`config.mk`:
```
export PLATFORM = sky130hd
export DESIGN_NAME = bcd_timekeeper
export DESIGN_NICKNAME = d
export VERILOG_FILES = /design/src/rtl/bcd_timekeeper_pkg.sv /design/src/rtl/bcd_counter2.sv /design/src/rtl/bcd_timekeeper.sv
export SDC_FILE = /design/constraint.sdc
export NUM_CORES = 1
export LEC_CHECK = 0
export CORE_MARGIN = 1
export CORE_UTILIZATION = 24
export DETAILED_ROUTE_END_ITERATION = 12
export PLACE_DENSITY_LB_ADDON = 0.3
export SLEW_MARGIN = 20
export SYNTH_ARGS = -nofsm -noshare
export SYNTH_HDL_FRONTEND = slang
export SYNTH_SLANG_ARGS = --single-unit
```
`constraint.sdc`:
```
create_clock -name CLK100MHZ -period 2.9 [get_ports CLK100MHZ]
set_input_delay 0.435 -clock CLK100MHZ [delete_from_list [all_inputs] [get_ports CLK100MHZ]]
set_output_delay 0.435 -clock CLK100MHZ [all_outputs]
set_load 0.005 [all_outputs]
```
`src/rtl/bcd_timekeeper_pkg.sv`:
```
// Shared BCD types, field limits and hour-display helpers for the timekeeper.
package timekeeper_pkg;

    typedef logic [7:0] bcd2_t;

    localparam bcd2_t SS_MAX  = 8'h59;
    localparam bcd2_t MM_MAX  = 8'h59;
    localparam bcd2_t HH_MAX  = 8'h23;
    localparam bcd2_t HH_NOON = 8'h12;

    // True only for two valid BCD digits not exceeding max.
    function automatic logic bcd_ok(input bcd2_t v, input bcd2_t max);
        return (v[3:0] <= 4'd9) && (v[7:4] <= 4'd9) && (v <= max);
    endfunction

    function automatic bcd2_t to_12h(input bcd2_t hh);
        logic [6:0] b;
        logic [6:0] lo;
        b  = 7'(hh[7:4]) * 7'd10 + 7'(hh[3:0]) - 7'd12;
        lo = (b >= 7'd10) ? b - 7'd10 : b;
        if (hh == 8'h00)
            return HH_NOON;
        else if (hh <= HH_NOON)
            return hh;
        else
            return {3'b000, (b >= 7'd10), lo[3:0]};
    endfunction

endpackage

```
`src/rtl/bcd_counter2.sv`:
```
// Two-digit BCD modulo counter; wrap is the combinational carry to the next field.
module bcd_counter2
    import timekeeper_pkg::*;
(
    input  logic  CLK100MHZ,
    input  logic  Reset,
    input  logic  inc,
    input  logic  clr,
    input  bcd2_t limit,
    output bcd2_t value,
    output logic  wrap
);

    assign wrap = inc && (value == limit);

    always_ff @(posedge CLK100MHZ) begin
        if (Reset || clr)
            value <= 8'h00;
        else if (wrap)
            value <= 8'h00;
        else if (inc) begin
            if (value[3:0] == 4'd9)
                value <= {value[7:4] + 4'd1, 4'h0};
            else
                value <= {value[7:4], value[3:0] + 4'd1};
        end
    end

endmodule

```
`src/rtl/bcd_timekeeper.sv`:
```
// HH:MM:SS BCD timekeeper with prescaler, manual set, 12/24 h display and latched alarm.
module bcd_timekeeper
    import timekeeper_pkg::*;
#(
    parameter int DIV      = 100_000_000,
    parameter bit ALARM_EN = 1'b1
) (
    input  logic  CLK100MHZ,
    input  logic  Reset,
    input  logic  run,
    input  logic  inc_min,
    input  logic  inc_hrs,
    input  logic  mode_12h,
    input  bcd2_t alarm_hh,
    input  bcd2_t alarm_mm,
    input  logic  alarm_on,
    input  logic  alarm_clr,
    output bcd2_t hours,
    output bcd2_t minutes,
    output bcd2_t seconds,
    output logic  pm,
    output logic  sec_tick,
    output logic  alarm
);

    localparam int PW = (DIV > 1) ? $clog2(DIV) : 1;

    logic [PW-1:0] presc;
    logic          manual, tick;
    logic          ss_wrap, mm_wrap, hh_wrap;
    bcd2_t         ss, mm, hh;

    // Manual set owns the cycle: the tick is dropped so inc_min can never collide with a carry.
    assign manual = inc_min || inc_hrs;
    assign tick   = run && !manual && (presc == PW'(DIV - 1));

    always_ff @(posedge CLK100MHZ) begin
        if (Reset) begin
            presc    <= '0;
            sec_tick <= 1'b0;
        end else begin
            sec_tick <= tick;
            if (manual || tick)
                presc <= '0;
            else if (run)
                presc <= presc + 1'b1;
        end
    end

    bcd_counter2 u_ss (
        .CLK100MHZ(CLK100MHZ), .Reset(Reset), .inc(tick), .clr(manual),
        .limit(SS_MAX), .value(ss), .wrap(ss_wrap)
    );

    bcd_counter2 u_mm (
        .CLK100MHZ(CLK100MHZ), .Reset(Reset), .inc(ss_wrap || inc_min), .clr(1'b0),
        .limit(MM_MAX), .value(mm), .wrap(mm_wrap)
    );

    // Only a tick-driven minute wrap carries into hours; inc_min at 59 does not.
    bcd_counter2 u_hh (
        .CLK100MHZ(CLK100MHZ), .Reset(Reset), .inc((mm_wrap && tick) || inc_hrs), .clr(1'b0),
        .limit(HH_MAX), .value(hh), .wrap(hh_wrap)
    );

    assign hours   = mode_12h ? to_12h(hh) : hh;
    assign pm      = (hh >= HH_NOON);
    assign seconds = ss;
    assign minutes = mm;

    generate
        if (ALARM_EN) begin : g_alarm
            logic match, match_q, alarm_r;

            assign match = alarm_on && bcd_ok(alarm_hh, HH_MAX) && bcd_ok(alarm_mm, MM_MAX)
                        && (hh == alarm_hh) && (mm == alarm_mm) && (ss == 8'h00);

            // match_q makes the alarm edge-triggered on entry, so a clear sticks while the match persists.
            always_ff @(posedge CLK100MHZ) begin
                if (Reset) begin
                    alarm_r <= 1'b0;
                    match_q <= 1'b0;
                end else begin
                    match_q <= match;
                    if (!alarm_on || alarm_clr)
                        alarm_r <= 1'b0;
                    else if (match && !match_q)
                        alarm_r <= 1'b1;
                end
            end

            assign alarm = alarm_r;
        end else begin : g_no_alarm
            assign alarm = 1'b0;
        end
    endgenerate

endmodule

```
* Yosys cells after proc, flatten, opt, wreduce, memory -nomap -nowiden *
Cells that the tools add are included.

word-level totals
  logic and storage cells = 81
  flip-flop bits (word level) = 54
  input bits = 24
  output and inout port bits = 27

cells by class
  $mul = 1
  order comparisons = 9
  reductions and logical operators = 35
  add/subtract/negate cells = 10
  equal/unequal tests = 9
  muxes and demuxes = 7

operator list
  kind                   number
  $add 27x1->27 const B  1
  $eq 27x27->1 const B   1
  $add 4x1->4 const B    6
  $mux 8                 3
  $eq 8x7->1 const B     2
  $eq 8x8->1             2
  $le 4x4->1 const B     4
  $logic_and 1x1->1      16
  $logic_not 8->1        2
  $mux 4                 4
  $eq 4x4->1 const B     3
  $reduce_or 2->1        5
  $eq 8x6->1 const B     1
  $ge 8x5->1 const B     1
  $le 8x5->1 const B     1
  $le 8x6->1 const B     1
  $le 8x7->1 const B     1
  $add 7x4->7            1
  $ge 7x4->1 const B     1
  $sub 7x4->7 const B    1
  $logic_or 1x1->1       6
  $mul 4x3->6 const B    1
  $reduce_and 2->1       3
  $sub 4x4->4 const B    1
  $logic_not 1->1        3

* Longest topological paths before layout *
Gate-level depths: netlist of the first run.

  depth after elaboration = 11
  depth in mapped cells = 12
  depth with buffers taken out = 11

* Cells and area by module *
A second synthesis of the first run with hierarchy kept.

second synthesis, totals
  cell total of the unflattened synthesis = 435
  area total of the unflattened synthesis = 3,592.2 um^2

by module, submodules not included
  module          sequential area each (um^2)  instances  area an instance (um^2)  cells each
  bcd_timekeeper  600.6                        1          2,135.8                  273
  bcd_counter2    160.2                        3          485.5                    54

* Worst setup path after synthesis of the first run *
Ideal clock, no wire load.

  kind = reg2out
  start = register u_hh.value[2]
  end = output port hours[3]
  required time = 2.465 ns
  setup slack = -0.329 ns
  cell stages (with the launch flop) = 12
  arrival time = 2.794 ns
  path buffers = 1
  cell sequence = dfxtp_1 clkbuf_1 inv_1 ha_1 inv_1 ha_1 fa_1 a21o_1 a21oi_1 xnor2_1 or4b_2 nand3_1

on the way
  word-level cells in the longest chain between the ends = 7
  elaborated cells between the ends (all ways) = 10
  those cells by class = add/sub: 3; order compare: 2; mux: 4; reduce/logical: 1

ends and longest elaborated chain
  what                                              RTL line                  text
  start, declared                                   bcd_counter2.sv:10        output bcd2_t value,
  start signal, assigned                            bcd_counter2.sv:23        value <= {value[7:4] + 4'd1, 4'h0};
  start signal, assigned                            bcd_counter2.sv:25        value <= {value[7:4], value[3:0] + 4'd1};
  $add 7x4->7                                       bcd_timekeeper_pkg.sv:19  b = 7'(hh[7:4]) * 7'd10 + 7'(hh[3:0]) - 7'd12;
  $sub 7x4->7                                       bcd_timekeeper_pkg.sv:19
  $ge 7x4->1 / $sub 4x4->4 (equally long branches)  bcd_timekeeper_pkg.sv:20  lo = (b >= 7'd10) ? b - 7'd10 : b;
  $mux 4                                            bcd_timekeeper_pkg.sv:20
  $mux 8                                            bcd_timekeeper_pkg.sv:23  else if (hh <= HH_NOON)
  $mux 8 (*)                                        bcd_timekeeper_pkg.sv:21  if (hh == 8'h00)
  $mux 8 (*)                                        bcd_timekeeper.sv:66      assign hours = mode_12h ? to_12h(hh) : hh;
  end, declared                                     bcd_timekeeper.sv:18      output bcd2_t hours,

Mark *: on every way between the ends. The rest lies on a longest branch, timed or not.

* Worst setup path after layout of the first run *
  start = register u_hh.value[5]
  end = output port hours[3]

on the way
  word-level cells in the longest chain between the ends = 8
  elaborated cells between the ends (all ways) = 11
  those cells by class = add/sub: 3; mul: 1; order compare: 2; mux: 4; reduce/logical: 1

ends and longest elaborated chain
  what                                              RTL line
  $mul 4x3->6                                       bcd_timekeeper_pkg.sv:19
  $add 7x4->7                                       bcd_timekeeper_pkg.sv:19
  $sub 7x4->7                                       bcd_timekeeper_pkg.sv:19
  $ge 7x4->1 / $sub 4x4->4 (equally long branches)  bcd_timekeeper_pkg.sv:20
  $mux 4                                            bcd_timekeeper_pkg.sv:20
  $mux 8                                            bcd_timekeeper_pkg.sv:23
  $mux 8 (*)                                        bcd_timekeeper_pkg.sv:21
  $mux 8 (*)                                        bcd_timekeeper.sv:66

Marks and branches as above.

==> impl_results.md, run 1 <==
- HPWL Detailed: 6960 µm
- Synth top area cells: dfxtp_1, xnor2_1, ha_1
- Fin cells: 684
- Top Ports: between 50 and 60
- Commonest cells after routing, fill and taps aside: nor2_1, dfxtp_1, clkdlybuf4s50_1
- Hold_sp: presc[4]$_SDFFE_PP0P_
- FF-to-FF setup slack: 250 ps
- Failing checks: negative setup slack
- CTS Hold Bufs: 0
- Total die area: 14900 µm²
- Layout Skew: 8.25 ps
- Final setup fails: 4
- Hold Crit Class: register to register
- Area of the multi-input gates: about 2300 µm²
- Post-Syn Area per Cell: 8.15 µm²
- Ys flop type: dfxtp_1
- CTS clk-pin slew, worst paths: 70 ps
- Leakage: 1.60 nW
- FF-to-FF End: u_ss.value[7]$_SDFFE_PP0P_
- First-pass GRT wire length: 15300 µm
- Area added between synthesis and finish: 35.2%
- H-tree levels: 2
- Critical Path End Type: primary output
- Seq cells post-synth: 54
- Mapped cell area: roughly 3500 µm²
- Post-synthesis cell type count: 56
- Clk root buf: clkbuf_16
- Antenna violations before repair: 0
- Synth top area share: 31.2%
- WL final: 9230 µm
- Layout cells sized above 1: 17.1%
- Highest clock rate: 293 MHz
- Cells on worst reg2reg path: 6
- Status: finished, violations left
- RD Place Congestion: 0.845
- Vias/cell: between 4 and 5
- EDFF count, synth: 0
- # diodes: 0
- Power per cell area: 326 nW/µm²
- Critical Path Fanout Max: 4
- Slew Viols, Final: 0
- # DRC: 0
- Placed cell count: 675
- Number of detailed-route iterations in the first pass: 4
- First DRT Iteration DRCs: 206
- Via count: 3289
- Initial Util: 24.8%
- Final core occ: 33.5%
- Core ar.: about 14000 µm²
- Longest Clk Path Bufs: 2
- Largest net degree at the start of global routing: 28
- Chip height: 122 µm
- Worst EP arrival: ~3000 ps
- Worst R2R Start: presc[9]$_SDFFE_PP0P_
- WHS Endpoint: presc[4]$_SDFFE_PP0P_
- FF/Latch Area: between 1000 and 1500 µm²
- CP Launch Type: register
- Crit share post-route: 118%
- Hold Violations, Final: 0
- Cts bufs inserted: 5
- Synthesis warning total: 0
- PnR worst setup slack: -511 ps
- Hold path cells: 2
- Cell taking the most area after synthesis: dfxtp_1
- Maximum VDD drop: 0.203 mV
- Routed Antenna Nets: 0
- Unrepaired setup endpoints after global routing: yes
- Fill count: 1452
- All-Layer GR Usage: 12.9%
- Port bufs: 50
- Sink Count: 54
- Overflow after GRT: 0
- Post-synth ARST share: 0%
- Wire per inst: 13.5 µm
- Post-layout min period: 3410 ps
- Seq/Total Area, Yosys: a little under a third
- CTS tree: built
- Horiz. Die Dim: about 120 µm
- Nets: 550
- Slew headroom: 56.8%
- Clk Latency, worst-skew pair: 300 ps
- Max cap viols: 0
- CP Data Required Time: 2470 ps
- Measured slew at the worst slew-check pin: 642 ps
- Post-Syn Nets: roughly 470
- Cells after Synth: 425
- Crit Path Category: register to primary output
- Num rows: 43
- Vias in the first global route: roughly 3200
-- flip-flops by register name (all words and copies together) (netlist names) --
signal	count
alarm	1
sec_tick	1
u_ss.value	8
g_alarm.match_q	1
u_hh.value	8
u_mm.value	8
presc	27
-- how the worst max path moves through the flow --
stage / cells past startpoint / to / from / slack [ps]
floorplan: 10 / hours[3] / u_hh.value[5]$_SDFFE_PP0P_ / -40
global placement: 11 / hours[3] / u_hh.value[5]$_SDFFE_PP0P_ / -520
detailed placement: 11 / hours[3] / u_hh.value[5]$_SDFFE_PP0P_ / -560
CTS: 12 / hours[3] / u_hh.value[5]$_SDFFE_PP0P_ / -530
global route: 12 / hours[3] / u_hh.value[5]$_SDFFE_PP0P_ / -610
finish: 12 / hours[3] / u_hh.value[5]$_SDFFE_PP0P_ / -510
-- area by class of cell --
type / instances / area share [%]
multi-input combinational: 320 / 49.3
sequential: 54 / 23.2
timing repair buffer: 88 / 16.7
tap: 180 / 4.81
clock buffer: 6 / 2.96
inverter: 34 / 2.72
clock inverter: 2 / 0.267
-- metal layers --
layer | vias up | global-route usage [%] | wire length, µm
met4 | 0 | 2.82 | 112
met3 | 12 | 3.70 | 466
met1 | 1541 | 16.8 | 4520
li1 | 1685 | - | -
met5 | - | 0 | 0
met2 | 51 | 21.0 | 4130
-- where the power goes --
part	leakage (nW)	internal, mW	switching (mW)	total (mW)
Sequential	0.438	0.745	0.00927	0.754
Combinational	1.09	0.0810	0.0698	0.151
Clock	0.0729	0.343	0.281	0.624
-- synthesized netlist by cell type (3+ instances only) --
master,instances
nor3b_1,3
inv_1,34
xor2_1,7
nand4_1,13
nand3_1,21
nand2_1,22
and4_1,4
nor2_1,52
xnor2_1,35
nor4_1,14
o31ai_1,4
nor4b_1,5
clkbuf_1,11
mux2i_1,5
o21ai_0,14
a21oi_1,16
and3_1,4
or4_1,6
and3b_1,3
dfxtp_1,54
ha_1,21
nor2b_1,4
nor3_1,23
-- logic make-up (layout without fill, tap and decap cells) --
| logic type | after synthesis | count (layout) | share of synthesized area [%] |
|---|---|---|---|
| AOI/OAI and AO/OA | 66 | 66 | 13.9 |
| xor gates and xnor gates | 42 | 42 | 10.6 |
| adders and majority gates | 23 | 23 | 8.74 |
| buffers and inverters | 51 | 130 | 6.03 |
| DFF | 54 | 54 | 31.2 |
| muxes | 7 | 7 | 2.09 |
| and+or+nand+nor | 182 | 182 | 27.5 |
-- metrics by stage --
step	instance area, µm²	power [mW]	hold WS [ps]	TNS [ps]	setup slack [ps]
6_report	4680	1.53	511	-1610	-511
5_1_grt	4680	1.61	559	-2030	-610
4_1_cts	4620	1.55	516	-1790	-529
3_5_place_dp	4450	0.923	497	-1890	-563
3_3_place_gp	4450	0.923	491	-1630	-516
2_1_floorplan	3520	0.838	472	-43.7	-43.7
-- worst max-delay path, cell delays in order (launching register included) --
cell	delay, ps
dfxtp_4	370
ha_4	270
ha_4	110
inv_2	30
fa_2	580
buf_6	120
xor2_2	130
xnor2_1	150
xnor2_1	120
buf_4	150
or4b_4	470
nand3_2	60
buf_2	100
-- repair_timing --
| action | 4_1_cts | 5_1_grt |
|---|---|---|
| setup buffers | 1 | 1 |
| endpoints found under the hold margin | 0 | 0 |
| endpoints found under the setup margin | 7 | 7 |
| gates resized for setup | 21 | 17 |
| pin swaps | 8 | 10 |
Power figures use the tool's default switching activity.
==> inputs of run 2 (changes only) <==
CAP_MARGIN = 30   (was default)
==> results of run 2 <==
Same layout as run 1: the final DEF is identical, and so are final timing and power.
==> inputs of run 3 (changes only) <==
CORE_ASPECT_RATIO = 0.5   (was default)
REMOVE_ABC_BUFFERS = 1   (was default)
==> run 3 against run 2 <==
Effect of this change: the run still ends with negative setup slack left; worst hold slack improved by 11 ps; count of clock-buffer cells in the layout shrank 1; clock skew fell by 2.6 ps; flip-flop and latch count unchanged; critical path type unchanged.
==> impl_results.md, run 3 (synthesized netlist as in run 1, its figures left out) <==
- Measured slew at the worst slew-check pin: 569 ps (was 642 ps)
- Commonest cells after routing, fill and taps aside: dfxtp_1, buf_4, nor2_1 (was nor2_1, dfxtp_1, clkdlybuf4s50_1)
- Worst EP arrival: 2930 ps (was 2980 ps)
- Final Instance Area: 4940 µm² (was 4680 µm²)
- Wire per inst: 12.6 µm (was 13.5 µm)
- Chip height: 87.0 µm (was 122 µm)
- Clk Latency, worst-skew pair: 300 ps (about the same)
- Slew Viols, Final: 0 (unchanged)
- Num rows: 30 (was 43)
- First DRT Iteration DRCs: 189 (was 206)
- Highest clock rate: 297 MHz (was 293 MHz)
- Final setup fails: 4 (unchanged)
- Cts bufs inserted: 5 (unchanged)
- Switching pwr: 362 µW (was 360 µW)
- DP Area: 4490 µm² (was 4450 µm²)
- Clk root buf: clkbuf_16 (unchanged)
- Area added between synthesis and finish: 42.6% (was 35.2%)
- Final core occ: 35.8% (was 33.5%)
- Cells on worst reg2reg path: 6 (unchanged)
- Hold Crit Class: register to register (unchanged)
- Maximum VDD drop: 0.213 mV (was 0.203 mV)
- Failing checks: negative setup slack (unchanged)
- Critical Path End Type: primary output (unchanged)
- Int Pwr: 1.24 mW (was 1.17 mW)
- Hold_sp: presc[26]$_SDFFE_PP0P_ (was presc[4]$_SDFFE_PP0P_)
- Power per cell area: 324 nW/µm² (was 326 nW/µm²)
- Top Ports: 51 (unchanged)
- Layout Skew: 5.70 ps (was 8.25 ps)
- Pre-CTS WS: -672 ps (was -563 ps)
- Slowest-stage cell, CP: fa_2 (unchanged)
- CP Data Required Time: 2470 ps (about the same)
- Fill count: 1468 (was 1452)
- Antenna violations before repair: 0 (unchanged)
- CP max stage delay: 570 ps (was 580 ps)
- PnR worst setup slack: -468 ps (was -511 ps)
- # DRC: 0 (unchanged)
- FF/Latch Area: 1080 µm² (was 1090 µm²)
- Number of detailed-route iterations in the first pass: 4 (unchanged)
- Max cap viols: 0 (unchanged)
- Worst path cell trace: ha_4 -> ha_4 -> inv_2 -> fa_2 -> buf_6 -> xor2_4 -> xnor2_2 -> xnor2_2 -> buf_4 -> buf_6 -> o211ai_1 -> o221a_4 -> buf_6 (was ha_4 -> ha_4 -> inv_2 -> fa_2 -> buf_6 -> xor2_2 -> xnor2_1 -> xnor2_1 -> buf_4 -> or4b_4 -> nand3_2 -> buf_2)
- Core ar.: 13800 µm² (was 14000 µm²)
- HPWL Detailed: 6710 µm (was 6960 µm)
- FF-to-FF setup slack: 240 ps (was 250 ps)
- Worst R2R Start: presc[9]$_SDFFE_PP0P_ (unchanged)
- Port bufs: 50 (unchanged)
- Overflow after GRT: 0 (unchanged)
- H-tree levels: 2 (unchanged)
- GR Util met1: 16.7% (was 16.8%)
- Longest Clk Path Bufs: 2 (unchanged)
- Post-layout min period: 3370 ps (was 3410 ps)
- WL final: 9000 µm (was 9230 µm)
- Largest register FFs: 27 (unchanged)
- FF-to-FF End: u_hh.value[7]$_SDFFE_PP0P_ (was u_ss.value[7]$_SDFFE_PP0P_)
- GR Util met2: 21.4% (was 21.0%)
- Crit share post-route: 116% (was 118%)
- CTS clk-pin slew, worst paths: 70 ps (about the same)
- Slew headroom: 61.7% (was 56.8%)
- Sw Ratio: 22.6% (was 23.5%)
- Sum Neg Setup Slack: -1430 ps (was -1610 ps)
- First-pass GRT wire length: 15200 µm (was 15300 µm)
- Hold Violations, Final: 0 (unchanged)
- RD Place Congestion: 0.763 (was 0.845)
- Logic pwr share: 10.3% (was 9.9%)
- CTS tree: built (unchanged)
- Leakage: 1.73 nW (was 1.60 nW)
- WHS Endpoint: presc[26]$_SDFFE_PP0P_ (was presc[4]$_SDFFE_PP0P_)
- Cell mode on critical path: buf_6
- Area of the multi-input gates: 2390 µm² (was 2310 µm²)
- Nets: 568 (was 550)
- Hold path cells: 2 (unchanged)
- Gr busiest metal: met2 (unchanged)
- Biggest register: presc (unchanged)
- Routed Antenna Nets: 0 (unchanged)
- Fin cells: 713 (was 684)
- Critical Path Fanout Max: 3 (was 4)
- Vias/cell: 4.65 (was 4.81)
- Horiz. Die Dim: 172 µm (was 122 µm)
- Crit Path Category: register to primary output (unchanged)
- Total die area: 15000 µm² (was 14900 µm²)
- Grt met3 use: 2.04% (was 3.70%)
- Clock power frac: 42.6% (was 40.8%)
- CP Launch Type: register (unchanged)
- Initial Util: 25.1% (was 24.8%)
- Sink Count: 54 (unchanged)
- Status: finished, violations left (unchanged)
- Placed cell count: 697 (was 675)
- Largest net degree at the start of global routing: 28 (unchanged)
- Layout cells sized above 1: 21.7% (was 17.1%)
- Unrepaired setup endpoints after global routing: yes (unchanged)
- Vias in the first global route: 3105 (was 3206)
- Sequential share of power: 47.0% (was 49.3%)
- # diodes: 0 (unchanged)
- CTS Hold Bufs: 0 (unchanged)
- Via count: 3317 (was 3289)
- All-Layer GR Usage: 12.6% (was 12.9%)
run 3: critical path, delay by kind of cell, from the launching register on:
kind,cells,cell delay [ps]
fa+ha+maj,3,960
buf+inv,5,500
flops,1,340
xor+xnor,3,400
compound gates,2,460
run 3: per-stage QoR:
step	hold WS (ps)	power, mW
after global routing	540	1.66
after global placement	490	0.929
after floorplan	472	0.832
final	523	1.60
after detailed placement	502	0.929
after CTS	522	1.62
run 3: worst max-delay path by stage:
stage / start / endpoint / slack (ps) / cells after the start
2_1_floorplan: u_hh.value[5]$_SDFFE_PP0P_ / hours[3] / -300 / 10
3_3_place_gp: u_hh.value[5]$_SDFFE_PP0P_ / hours[3] / -670 / 11
3_5_place_dp: u_hh.value[5]$_SDFFE_PP0P_ / hours[3] / -670 / 11
4_1_cts: u_hh.value[5]$_SDFFE_PP0P_ / hours[1] / -480 / 13
5_1_grt: u_hh.value[5]$_SDFFE_PP0P_ / hours[1] / -550 / 13
6_report: u_hh.value[5]$_SDFFE_PP0P_ / hours[1] / -470 / 13
run 3: final cells by class:
cell class              count  area share [%]
multi-input cells         320            48.4
clock inverters             2           0.785
inverters                  34            2.63
flip-flops and latches     54            21.9
well taps                 192            4.86
clock buffers               5            2.53
repair buffers            106            18.9
run 3: repair_timing:
action | in CTS | in global routing
buffers inserted | 1 | 8
pin swaps | 13 | 13
setup endpoints to repair | 7 | 7
gates resized for setup | 40 | 26
run 3: routing by layer:
metal  share of wire (%)  vias up
met2                  48       38
met1                  49     1547
met5                   0        -
met3                 2.6        8
li1                    -     1724
met4                 1.3        0
run 3: power groups by stage:
stage	Combinational (mW)	Clock, mW	Sequential, mW
after CTS	0.162	0.703	0.753
after detailed placement	0.159	0	0.770
after global placement	0.159	0	0.770
after floorplan	0.0583	0	0.774
final	0.166	0.683	0.754
after global routing	0.180	0.727	0.755
